### src/rtl/gcd_pkg.sv
// gcd_pkg: shared definitions for the GCD requester and related schedulers.
// Holds the 2-bit requester state encoding and the default WIDTH/TIMEOUT.
package gcd_pkg;

  localparam int GCD_WIDTH_DEFAULT   = 8;
  localparam int GCD_TIMEOUT_DEFAULT = 1024;

  localparam logic [1:0] ENC_IDLE = 2'd0;
  localparam logic [1:0] ENC_LOAD = 2'd1;
  localparam logic [1:0] ENC_RUN  = 2'd2;
  localparam logic [1:0] ENC_DONE = 2'd3;

  typedef enum logic [1:0] {
    IDLE = ENC_IDLE,
    LOAD = ENC_LOAD,
    RUN  = ENC_RUN,
    DONE = ENC_DONE
  } gcd_state_e;

endpackage

### src/rtl/gcd_watchdog.sv
// gcd_watchdog: run-length watchdog for one GCD unit.
// Down-counter loaded with TIMEOUT-1 while clear is high; it decrements once
// per enabled cycle and saturates at zero (terminal count), never wrapping.
// expired is high while the terminal count is reached, i.e. in the TIMEOUT-th
// enabled cycle after the last clear.
// Ports:
//   clk     - rising-edge clock
//   reset   - synchronous, active-high reset (reloads the counter)
//   clear   - reload the counter to TIMEOUT-1
//   enable  - count this cycle
//   expired - terminal count reached
module gcd_watchdog #(
  parameter int TIMEOUT = 1024
) (
  input  logic clk,
  input  logic reset,
  input  logic clear,
  input  logic enable,
  output logic expired
);

  localparam int CW = (TIMEOUT > 1) ? $clog2(TIMEOUT) : 1;
  localparam logic [CW-1:0] TC_LOAD = CW'(TIMEOUT - 1);

  logic [CW-1:0] remaining;

  always_ff @(posedge clk) begin
    if (reset || clear) begin
      remaining <= TC_LOAD;
    end else if (enable && (remaining != '0)) begin
      remaining <= remaining - CW'(1);
    end
  end

  assign expired = (remaining == '0);

endmodule

### src/rtl/gcd_requester.sv
// gcd_requester: initiator side of the GCD unit's start/finished handshake.
// Accepts an operand pair, drives the GCD controller through LOAD/RUN, captures
// the result on the first finished and returns operands plus result. Zero
// operands are resolved locally (the subtractive unit never terminates on
// them) and every run is bounded by a watchdog.
// Ports:
//   clk, reset                  - clock, synchronous active-high reset
//   in_valid/in_ready/in_a/in_b - operand input stream
//   gcd_start, gcd_op_a/b       - start and operands to the GCD unit
//   gcd_finished, gcd_result    - completion and result from the GCD unit
//   out_valid/out_ready         - result output stream
//   out_a/out_b/out_gcd         - echoed operands and result (0 on error)
//   out_error                   - run aborted by watchdog
//   busy                        - not in IDLE
//
// state | meaning
// IDLE  | waiting for an operand pair, in_ready=1
// LOAD  | operands presented, start low so the unit loads them
// RUN   | start high, waiting for finished or watchdog expiry
// DONE  | result presented on out_*, waiting for out_ready
module gcd_requester
  import gcd_pkg::*;
#(
  parameter int WIDTH   = GCD_WIDTH_DEFAULT,
  parameter int TIMEOUT = GCD_TIMEOUT_DEFAULT
) (
  input  logic             clk,
  input  logic             reset,
  input  logic             in_valid,
  output logic             in_ready,
  input  logic [WIDTH-1:0] in_a,
  input  logic [WIDTH-1:0] in_b,
  output logic             gcd_start,
  output logic [WIDTH-1:0] gcd_op_a,
  output logic [WIDTH-1:0] gcd_op_b,
  input  logic             gcd_finished,
  input  logic [WIDTH-1:0] gcd_result,
  output logic             out_valid,
  input  logic             out_ready,
  output logic [WIDTH-1:0] out_a,
  output logic [WIDTH-1:0] out_b,
  output logic [WIDTH-1:0] out_gcd,
  output logic             out_error,
  output logic             busy
);

  gcd_state_e       state_q, state_d;
  logic [WIDTH-1:0] op_a_q, op_a_d;
  logic [WIDTH-1:0] op_b_q, op_b_d;
  logic [WIDTH-1:0] gcd_q, gcd_d;
  logic             err_q, err_d;
  logic             start_q, valid_q, ready_q, busy_q;
  logic             wd_expired;

  gcd_watchdog #(
    .TIMEOUT(TIMEOUT)
  ) u_watchdog (
    .clk    (clk),
    .reset  (reset),
    .clear  (state_q != RUN),
    .enable (state_q == RUN),
    .expired(wd_expired)
  );

  always_comb begin
    state_d = state_q;
    op_a_d  = op_a_q;
    op_b_d  = op_b_q;
    gcd_d   = gcd_q;
    err_d   = err_q;
    unique case (state_q)
      IDLE: begin
        if (in_valid && ready_q) begin
          op_a_d = in_a;
          op_b_d = in_b;
          // gcd(x,0)=x and gcd(0,0)=0, both covered by the OR.
          if ((in_a == '0) || (in_b == '0)) begin
            gcd_d   = in_a | in_b;
            err_d   = 1'b0;
            state_d = DONE;
          end else begin
            state_d = LOAD;
          end
        end
      end
      LOAD: state_d = RUN;
      RUN: begin
        // finished takes priority over a same-cycle watchdog expiry
        if (gcd_finished) begin
          gcd_d   = gcd_result;
          err_d   = 1'b0;
          state_d = DONE;
        end else if (wd_expired) begin
          gcd_d   = '0;
          err_d   = 1'b1;
          state_d = DONE;
        end
      end
      DONE: begin
        if (out_ready) begin
          err_d   = 1'b0;
          state_d = IDLE;
        end
      end
      default: state_d = IDLE;
    endcase
  end

  // Handshake outputs are registered decodes of the next state so they line
  // up with state_q; finished arriving outside RUN is never looked at.
  always_ff @(posedge clk) begin
    if (reset) begin
      state_q <= IDLE;
      op_a_q  <= '0;
      op_b_q  <= '0;
      gcd_q   <= '0;
      err_q   <= 1'b0;
      start_q <= 1'b0;
      valid_q <= 1'b0;
      ready_q <= 1'b1;
      busy_q  <= 1'b0;
    end else begin
      state_q <= state_d;
      op_a_q  <= op_a_d;
      op_b_q  <= op_b_d;
      gcd_q   <= gcd_d;
      err_q   <= err_d;
      start_q <= (state_d == RUN);
      valid_q <= (state_d == DONE);
      ready_q <= (state_d == IDLE);
      busy_q  <= (state_d != IDLE);
    end
  end

  assign in_ready  = ready_q;
  assign gcd_start = start_q;
  assign gcd_op_a  = op_a_q;
  assign gcd_op_b  = op_b_q;
  assign out_valid = valid_q;
  assign out_a     = op_a_q;
  assign out_b     = op_b_q;
  assign out_gcd   = gcd_q;
  assign out_error = err_q;
  assign busy      = busy_q;

endmodule
### config.mk
export PLATFORM = sky130hd
export DESIGN_NAME = gcd_requester
export DESIGN_NICKNAME = d
export VERILOG_FILES = /design/src/rtl/gcd_pkg.sv /design/src/rtl/gcd_watchdog.sv /design/src/rtl/gcd_requester.sv
export SDC_FILE = /design/constraint.sdc
export NUM_CORES = 1
export LEC_CHECK = 0
export BUFFER_PORTS_ARGS = -buffer_cell sky130_fd_sc_hd__buf_2
export CAP_MARGIN = 25
export CORE_MARGIN = 8
export CORE_UTILIZATION = 40
export CTS_CLUSTER_DIAMETER = 150
export DETAILED_ROUTE_END_ITERATION = 7
export GPL_ROUTABILITY_DRIVEN = 0
export GPL_TIMING_DRIVEN = 0
export PLACE_DENSITY_LB_ADDON = 0.12
export SYNTH_ARGS = -nofsm -noshare
export SYNTH_HDL_FRONTEND = slang
export SYNTH_SLANG_ARGS = --single-unit
### constraint.sdc
create_clock -name clk -period 4 [get_ports clk]
set_clock_uncertainty 0.2 [all_clocks]
set_input_delay 0.4 -clock clk [delete_from_list [all_inputs] [get_ports clk]]
set_output_delay 0.4 -clock clk [all_outputs]
set_load 0.005 [all_outputs]
Yosys cells after proc, flatten, opt, wreduce, memory -nomap -nowiden
Index checks and enable logic that the tools add are counted.
{ "op_classes": {"n_addsub": 1, "n_eq_ne": 10, "muxes": 17, "bitwise": 1, "reduce_logical": 16} }
{ "ops": {"columns": ["op", "count"], "rows": [
  ["$mux W8", 4],
  ["$logic_not A8 Y1", 2],
  ["$pmux W8 S2", 1],
  ["$logic_not A10 Y1", 1],
  ["$mux W2", 5],
  ["$reduce_bool A10 Y1", 1],
  ["$sub A10 B1 Y10 const B", 1],
  ["$eq A2 B2 Y1 const B", 4],
  ["$ne A2 B2 Y1 const B", 4],
  ["$or A8 B8 Y8", 1],
  ["$pmux W2 S4", 1],
  ["$mux W1", 5],
  ["$reduce_and A5 Y1", 1],
  ["$logic_not A2 Y1", 2],
  ["$reduce_and A4 Y1", 1],
  ["$reduce_bool A2 Y1", 2],
  ["$ne A3 B3 Y1 const B", 1],
  ["$pmux W1 S3", 1],
  ["$reduce_bool A3 Y1", 1],
  ["$eq A2 B1 Y1 const B", 1],
  ["$logic_and A1 B1 Y1", 2],
  ["$logic_or A1 B1 Y1", 2],
  ["$reduce_and A2 Y1", 1]
]} }
{ "word_totals": {"regBits": 41, "input_bits": 29, "out_inout_bits": 45, "elab_cells": 55} }

Logic depth before layout (Yosys ltp)
Gate-level depths: netlist (run 1).
{ "depth": {"depth_word": 6, "mapped_depth": 9, "depth_no_buf": 7} }

Cells and area by module
A second synthesis (run 1) with hierarchy kept.
{ "unflattened": {"hier_cells": 276, "area_unflattened_um2": 2192.1} }
{ "modules_own_cells": {"columns": ["module", "instances", "cells_each", "area_per_inst_um2", "seq_area_each_um2"], "rows": [
  ["gcd_requester", 1, 219, 1692.9, 620.6],
  ["gcd_watchdog", 1, 57, 499.2, 200.2]
]} }

Least setup slack after synthesis (run 1)
No wires, ideal clock.
{ "synth_path": {"path_type": "register -> register", "from": "register u_watchdog.remaining[0]", "to": "register u_watchdog.remaining[8]", "setup_ns": 0.136, "arrival_time_ns": 1.715, "t_required_ns": 3.664, "slack_ns": 1.949, "stages_incl_launch_ff": 8, "period_less_slack_ns": 2.051, "cell_sequence": "dfxtp_1 > inv_1 > ha_1 > or4b_4 > o31ai_1 > nor2_1 > xnor2_1 > nand2_1"} }
{ "synth_via": {"elab_chain_len": 2} }
{ "synth_lines": {"columns": ["item", "line", "text"], "rows": [
  ["from (decl)", "gcd_watchdog.sv:25", "logic [CW-1:0] remaining;"],
  ["from (signal assigned)", "gcd_watchdog.sv:31", "remaining <= remaining - CW'(1);"],
  ["parallel branches: the longest is 2 deep, another holds $sub A10 B1 Y10", null, null]
]} }
Parallel ways; which one is timed is not known.
A chain may end at the register's enable or synchronous reset.

Worst setup path after layout (run 1)
{ "layout_path": {"from": "register state_q[0]", "to": "register gcd_q[6], in the netlist out_gcd[6]"} }
{ "layout_via": {"elab_chain_len": 3} }
{ "layout_lines": {"columns": ["item", "line", "text"], "rows": [
  ["from (decl)", "gcd_requester.sv:47", "gcd_state_e state_q, state_d;"],
  ["from (signal assigned)", "gcd_requester.sv:123", "state_q <= state_d;"],
  ["$eq A2 B2 Y1 or $logic_not A2 Y1 (tied branches)", "gcd_requester.sv:71", "unique case (state_q)"],
  ["$ne A3 B3 Y1 (no line) (tied with other cells)", null, null],
  ["$reduce_and A4 Y1 (no line)", null, null],
  ["to (signal assigned)", "gcd_requester.sv:126", "gcd_q <= gcd_d;"],
  ["to (decl)", "gcd_requester.sv:50", "logic [WIDTH-1:0] gcd_q, gcd_d;"]
]} }
Several ways; a longest one is shown, not always the timed one.

==> results of run 1 <==
per-layer routing:
metal	track usage [%]	vias up
li1	-	968
met1	16.3	842
met2	24.9	50
met3	5.64	6
met4	5.25	0
met5	0	-
sequential cells by signal, summed over array words and instances (netlist names), 2 cells and up:
name,cells
state_q,2
gcd_op_b,8
out_gcd,8
gcd_op_a,8
u_watchdog.remaining,10
final timing paths:
path	to	cells past startpoint	slack (ns)
worst max-delay path	out_gcd[6]$_SDFFE_PP0P_	7	1.61
worst min-delay path	gcd_op_b[6]$_SDFFE_PP0P_	3	0.16
worst max register to register	out_gcd[6]$_SDFFE_PP0P_	7	1.61
worst min register to register	out_gcd[7]$_SDFFE_PP0P_	2	0.27
stage by stage:
stage | hold WS (ns) | std cells | setup WS (ns) | total power, mW
2_1_floorplan | 0.257 | 243 | 1.95 | 0.558
3_3_place_gp | 0.250 | 382 | 1.61 | 0.631
3_5_place_dp | 0.257 | 382 | 1.59 | 0.634
4_1_cts | 0.152 | 389 | 1.60 | 0.908
5_1_grt | 0.162 | 389 | 1.33 | 0.945
6_report | 0.161 | 389 | 1.61 | 0.892
power by group through the flow:
stage / sequential [mW] / combinational, mW / clock [mW]
after detailed placement: 0.456 / 0.177 / 0
after floorplan: 0.458 / 0.0996 / 0
final: 0.447 / 0.175 / 0.271
after global routing: 0.450 / 0.197 / 0.298
after global placement: 0.455 / 0.176 / 0
after CTS: 0.447 / 0.178 / 0.284
layout make-up:
type / count / area [um^2] / area share (%)
Buffer: 30 / 189 / 7.59
Clock buffer: 7 / 86.3 / 3.47
Inverter: 12 / 45.0 / 1.81
Multi-Input combinational cell: 160 / 905 / 36.3
Sequential cell: 41 / 821 / 33.0
Tap cell: 67 / 83.8 / 3.37
Timing Repair Buffer: 72 / 360 / 14.5
cells in the final DEF (no fill, tap or decap), types with 7 or more instances in the layout:
master,count
nor4_1,7
xnor2_1,7
o41ai_1,8
clkbuf_1,12
buf_2,73
nor2_1,7
nand3_1,9
a21oi_1,28
dfxtp_1,41
buf_4,16
inv_1,12
nand2_1,47
o21ai_0,9
o21ai_1,8
worst register-to-register path, stage by stage, from the launching register on:
cell and delay [ns]:
dfxtp_1 0.30, clkbuf_1 0.16, nor2_1 0.21, nand3_1 0.30
a21oi_1 0.52, clkbuf_1 0.39, o21ai_1 0.13, o41ai_1 0.08
cell families after synthesis:
kind of cell    share of synthesized area, %
flops                                   41.9
compound gates                          18.7
fa+ha+maj                               1.28
simple gates                            21.6
mux                                     1.02
xor+xnor                                3.58
buf+inv                                 11.9
==> impl_summary.txt, run 1 <==
----------------------------------------------------
[Run status]
  Run status ... complete, no violations

[Critical path]
  Required time worst endpoint ... 3.98 ns
  Critical Path, Cell by Cell ... clkbuf_1, nor2_1, nand3_1, a21oi_1, clkbuf_1, o21ai_1, o41ai_1
  Master of the slowest instance on the critical path ... a21oi_1
  Crit Path Max Fanout ... 10
  Setup CP Type ... reg2reg
  Reg-to-reg critical path startpoint ... state_q[0]$_SDFF_PP0_
  CP Launch Point ... state_q[0]$_SDFF_PP0_
  Type of element capturing the critical path ... register
  CP delay by family, top ... compound AO/OA/AOI/OAI gates
  Slowest Stage Delay on Critical Path ... 0.52 ns
  Most frequent cell on the critical path ... clkbuf_1
  Kind of launch point of the worst setup path ... register
  CP bufs+invs ... 2
  Arrival time worst endpoint ... between 2 and 2.5 ns

[Clock network]
  Clk_lat worst skew ... 0.29 ns
  Total CTS buffers ... 5
  Total clock sinks ... just over 40
  Buffer cell driving the clock tree root ... clkbuf_8
  Deepest level of the CTS H-tree ... 2
  CTS clock-pin slew for the worst setup and hold paths ... 0.07 ns
  Clock tree from TritonCTS ... built
  Hold buffer count at cts ... 0
  Largest buffer count on any clock path ... 2
  Post-CTS resize count ... 0
  Post-CTS setup buffer count ... 0

[Die]
  Die Span Y ... 86.0 um
  Effective utilization at floorplan ... 41.5%
  Die area ... 7390 um^2
  Die boundary width ... 86.0 um
  Floorplan Core Area ... 4720 um^2
  Site row count ... 25
  Boundary pin count ... 74

[Pwr]
  Switching part of the total power ... 27.1%
  Max VDD drop ... 0.168 mV
  Seq pwr share ... 50.0%
  Static Leakage ... 1.12 nW
  Power share of the clock group ... 30.4%
  Switching component of the power ... approximately 240 uW
  PD cells ... 358 nW/um^2
  Cell internal pwr ... roughly 650 uW
  Comb pwr share ... between 10% and 20%

[Cells and area]
  Fill cell total of the finished layout ... approximately 480
  ANT cells ... 0
  Synth-to-Final Area Change ... 27.1%
  Nets@finish ... about 350
  Layout cell share with drive strength beyond 1 ... 32.3%
  Final Util ... 52.7%
  Summed area of non-filler cells in the final layout ... 2490 um^2

[STA]
  Post-Route Setup TNS ... 0 ns
  Peak Freq ... 0.419 GHz
  Hold Fails Final Rpt ... 0
  Max-slew headroom at the worst pin ... 60.0%
  Transition time at the pin with the least slew margin ... around 0.6 ns
  Final Critical Period ... 2.39 ns
  Count of final max-slew check failures ... 0
  Setup violation total in the final timing report ... 0
  Final period utilization ... 59.7%
  Setup repair after global routing missed its margin ... false

[Synthesis]
  Number of warnings issued by yosys ... 0
  Number of nets in the synthesized netlist ... approximately 270
  Combined area of all synthesized cells ... between 1500 and 2000 um^2
  Fraction of registers with async set/reset ... 0%
  Distinct cells, synth ... 38
  Top cells by area in the synthesized netlist ... dfxtp_1 (42%), nand2_1 (9.0%), a21oi_1 (7.2%)
  Average instance area after synthesis ... around 8.1 um^2
  Top-count cell post-synth ... nand2_1
  Share of synthesized area occupied by flip-flops and latches ... about two fifths
  Library cell occupying the most area in the post-synthesis netlist ... dfxtp_1
  Ys flop type ... dfxtp_1
  Register bit total from synthesis ... 41
  Area share of the largest cell type after synthesis ... 41.9%
  Synthesized netlist cell count ... 243
  Number of flops mapped to enable cells by yosys ... 0
  Synth cell count leaders ... nand2_1 (47), dfxtp_1 (41), a21oi_1 (28)

[Place]
  Total of buffers placed on input and output ports ... 72
  Post-DP HPWL ... 4170 um
  Cell area after placement ... between 2000 and 2500 um^2

[Global route]
  First-pass GRT wire length ... 8830 um
  Initial antenna violation count ... 0
  Number of global-route vias before repair ... 1,874
  Aggregate global routing overflow ... 0
  Largest net degree at the start of global routing ... 12
  Global-route total usage across every layer ... 14.7%

[Min path]
  Path type of the worst min-delay path ... in2reg
  Min-Delay Startpoint ... in_b[6]

[Route]
  Wl on met1 ... 2320 um
  DRC marker count from the first detailed-route iteration ... 75
  First drt pass iteration count ... 4
  Detailed route wirelength on metal2 ... approximately 2400 um
  Top Metal Used ... met4
  Remaining number of nets flagged by the antenna check after routing ... 0
  Number of DRC violations after detailed routing ... 0
  WL met3 ... approximately 440 um
  Mean routed wirelength per cell ... 13.5 um
  Average via count per standard cell ... 4.80
  Overall via count from detail_route ... 1,866
  Routed Wire Length ... 5260 um

[Job]
  Number of violations of the max-capacitance limit ... 0

----------------------------------------------------
Power figures use the tool's default switching activity.
==> run 2, diff against run 1 <==
==> constraint.sdc (replaced) <==
create_clock -name clk -period 2.19 [get_ports clk]
set_clock_uncertainty 0.2 [all_clocks]
set_input_delay 0.219 -clock clk [delete_from_list [all_inputs] [get_ports clk]]
set_output_delay 0.219 -clock clk [all_outputs]
set_load 0.005 [all_outputs]
==> run 2 against run 1 <==
Net effect:
- clock power increased by 84%
- final cell count increased by 5.4%
- worst hold slack lost 0.069 ns
- count of clock-buffer cells in the layout unchanged
- global-route usage is 0.66 points higher
- die area stayed put
- register-to-register slack worse by 1.5 ns
- flip-flop and latch count is the same
- sequential share of layout area is 3.2 points lower
- cell area grew 11%
==> impl_summary.txt, run 2 (synthesized netlist as in run 1, its figures left out) <==
----------------------------------------------------
[Global route]
  GR peak layer ... met2 (unchanged)
  Met3 Usage GRT ... 5.54% (was 5.64%)
  Number of global-route vias before repair ... 1,952 (was 1,874)
  First-pass GRT wire length ... 9270 um (was 8830 um)
  GR met1 Demand/Resource ... 17.4% (was 16.3%)
  Met2 capacity usage during global routing ... 25.8% (was 24.9%)
  Initial antenna violation count ... 0 (unchanged)
  Global-route total usage across every layer ... 15.4% (was 14.7%)
  Largest net degree at the start of global routing ... 12 (unchanged)
  Aggregate global routing overflow ... 0 (unchanged)

[Critical path]
  Arrival time worst endpoint ... 2.08 ns (was 2.37 ns)
  Required time worst endpoint ... 2.18 ns (was 3.98 ns)
  Setup CP Type ... reg2reg (unchanged)
  Crit Path Max Fanout ... 4 (was 10)
  Logic depth of the worst path, buffers included ... 8 (was 7)
  CP bufs+invs ... 2 (unchanged)
  Register-to-Register Path Depth ... 8 (was 7)
  Kind of launch point of the worst setup path ... register (unchanged)
  Slowest Stage Delay on Critical Path ... 0.50 ns (was 0.52 ns)
  CP delay by family, top ... simple AND/OR/NAND/NOR gates (was compound AO/OA/AOI/OAI gates)
  Master of the slowest instance on the critical path ... or4b_4 (was a21oi_1)
  Critical Path, Cell by Cell ... inv_2, ha_1, or4b_4, nor3_4, buf_4, o31ai_1, mux2i_1, a31o_2 (was clkbuf_1, nor2_1, nand3_1, a21oi_1, clkbuf_1, o21ai_1, o41ai_1)
  Type of element capturing the critical path ... register (unchanged)

[STA]
  Setup violation total in the final timing report ... 0 (unchanged)
  Final period utilization ... 95.6% (was 59.7%)
  Transition time at the pin with the least slew margin ... 0.609 ns (was 0.597 ns)
  Hold Fails Final Rpt ... 0 (unchanged)
  Peak Freq ... 0.478 GHz (was 0.419 GHz)
  Max-slew headroom at the worst pin ... 59.2% (was 60.0%)
  Final Critical Period ... 2.09 ns (was 2.39 ns)
  Count of final max-slew check failures ... 0 (unchanged)

[Place]
  Total of buffers placed on input and output ports ... 72 (unchanged)
  Post-DP HPWL ... 4170 um (unchanged)
  Number of placed instances with taps included ... 382 (unchanged)

[Cells and area]
  Register bank with the most flops ... u_watchdog.remaining (unchanged)
  ANT cells ... 0 (unchanged)
  Number of standard cells in the final layout excluding fillers ... 410 (was 389)
  Commonest non-fill, non-tap cell in the layout ... buf_2 (unchanged)
  Max reg flops ... 10 (unchanged)
  Highest-count cells in the layout ignoring fill and taps ... buf_2 (73), nand2_1 (47), dfxtp_1 (40) (was buf_2 (73), nand2_1 (47), dfxtp_1 (41))
  Layout cell share with drive strength beyond 1 ... 35.0% (was 32.3%)
  Final Util ... 58.5% (was 52.7%)
  Synth-to-Final Area Change ... 40.9% (was 27.1%)
  Fill cell total of the finished layout ... 454 (was 479)
  Nets@finish ... 374 (was 353)

[Route]
  Remaining number of nets flagged by the antenna check after routing ... 0 (unchanged)
  Average via count per standard cell ... 4.76 (was 4.80)
  Overall via count from detail_route ... 1,953 (was 1,866)
  DRC marker count from the first detailed-route iteration ... 66 (was 75)
  Number of DRC violations after detailed routing ... 0 (unchanged)
  First drt pass iteration count ... 4 (unchanged)
  Routed Wire Length ... 5570 um (was 5260 um)
  Mean routed wirelength per cell ... 13.6 um (was 13.5 um)

[Pwr]
  Max VDD drop ... 0.309 mV (was 0.168 mV)
  Static Leakage ... 1.23 nW (was 1.12 nW)
  Power, Total ... 1.67 mW (was 892 uW)
  PD cells ... 607 nW/um^2 (was 358 nW/um^2)

[Clock network]
  Largest buffer count on any clock path ... 2 (unchanged)
  Total CTS buffers ... 5 (unchanged)
  Clk_lat worst skew ... 0.29 ns (about the same)
  Clock tree from TritonCTS ... built (unchanged)
  Total clock sinks ... 41 (unchanged)
  Buffer cell driving the clock tree root ... clkbuf_8 (unchanged)
  CTS clock-pin slew for the worst setup and hold paths ... 0.07 ns (about the same)
  Deepest level of the CTS H-tree ... 2 (unchanged)

[Min path]
  WHS Path Cells ... 3 (unchanged)
  Path type of the worst min-delay path ... in2reg (unchanged)

[Job]
  Number of violations of the max-capacitance limit ... 0 (unchanged)

[Run status]
  Run status ... complete, no violations (unchanged)

[Die]
  Die boundary width ... 86.0 um (unchanged)
  Site row count ... 25 (unchanged)
  Die area ... 7390 um^2 (unchanged)
  Effective utilization at floorplan ... 41.5% (unchanged)
  Die Span Y ... 86.0 um (unchanged)
  Floorplan Core Area ... 4720 um^2 (unchanged)
  Boundary pin count ... 74 (unchanged)

----------------------------------------------------
run 2: power by group:
part | internal, mW | switching (mW) | leakage [nW] | total (mW)
sequential | 0.791 | 0.0252 | 0.334 | 0.817
combinational | 0.176 | 0.183 | 0.855 | 0.359
clock | 0.250 | 0.249 | 0.0443 | 0.499
run 2: repair_timing:
item / 4_1_cts / 5_1_grt
hold buffers: 15 / 1
endpoints found under the hold margin: 15 / 1
gates cloned: 0 / 1
pin swaps: 1 / 2
gates resized for setup: 4 / 12
setup endpoints to repair: 12 / 15
setup buffers: 1 / 3
run 2: worst reg2reg max path, cell delays in order (launching register included):
cell and delay, ns:
dfxtp_2 0.34, inv_2 0.07, ha_1 0.14, or4b_4 0.50, nor3_4 0.16, buf_4 0.16, o31ai_1 0.07, mux2i_1 0.13
a31o_2 0.21
run 2: per-layer routing:
metal / part of all wire (%) / vias up
met5: 0 / -
met4: 1.1 / 0
met3: 7.5 / 6
met2: 48 / 52
met1: 44 / 882
li1: - / 1013
run 2: cell type report:
type | count | area, um^2 | area share [%]
buffer | 30 | 196 | 7.11
clock buffer | 7 | 86.3 | 3.13
inverter | 12 | 45.0 | 1.63
multi-input combinational | 160 | 952 | 34.5
sequential | 41 | 822 | 29.8
tap | 67 | 83.8 | 3.04
timing repair buffer | 93 | 576 | 20.8
run 2: final timing paths:
check	startpoint	to	slack (ns)
worst max-delay path	u_watchdog.remaining[0]$_SDFFE_PP1P_	out_error$_SDFFE_PP0P_	0.1
worst max register to register	u_watchdog.remaining[0]$_SDFFE_PP1P_	out_error$_SDFFE_PP0P_	0.1
worst min register to register	out_gcd[2]$_SDFFE_PP0P_	out_gcd[2]$_SDFFE_PP0P_	0.27
worst min-delay path	out_ready	state_q[1]$_SDFF_PP0_	0.09
run 2: stage by stage:
step	instance area (um^2)	setup slack, ns	TNS [ns]	hold slack, ns
finish	2760	0.0958	0	0.0914
detailed placement	2400	-0.183	-1.34	0.257
floorplan	1960	0.139	0	0.155
CTS	2660	0.0167	0	0.00283
global placement	2400	-0.192	-1.48	0.250
global route	2760	-0.00258	-0.00425	0.101
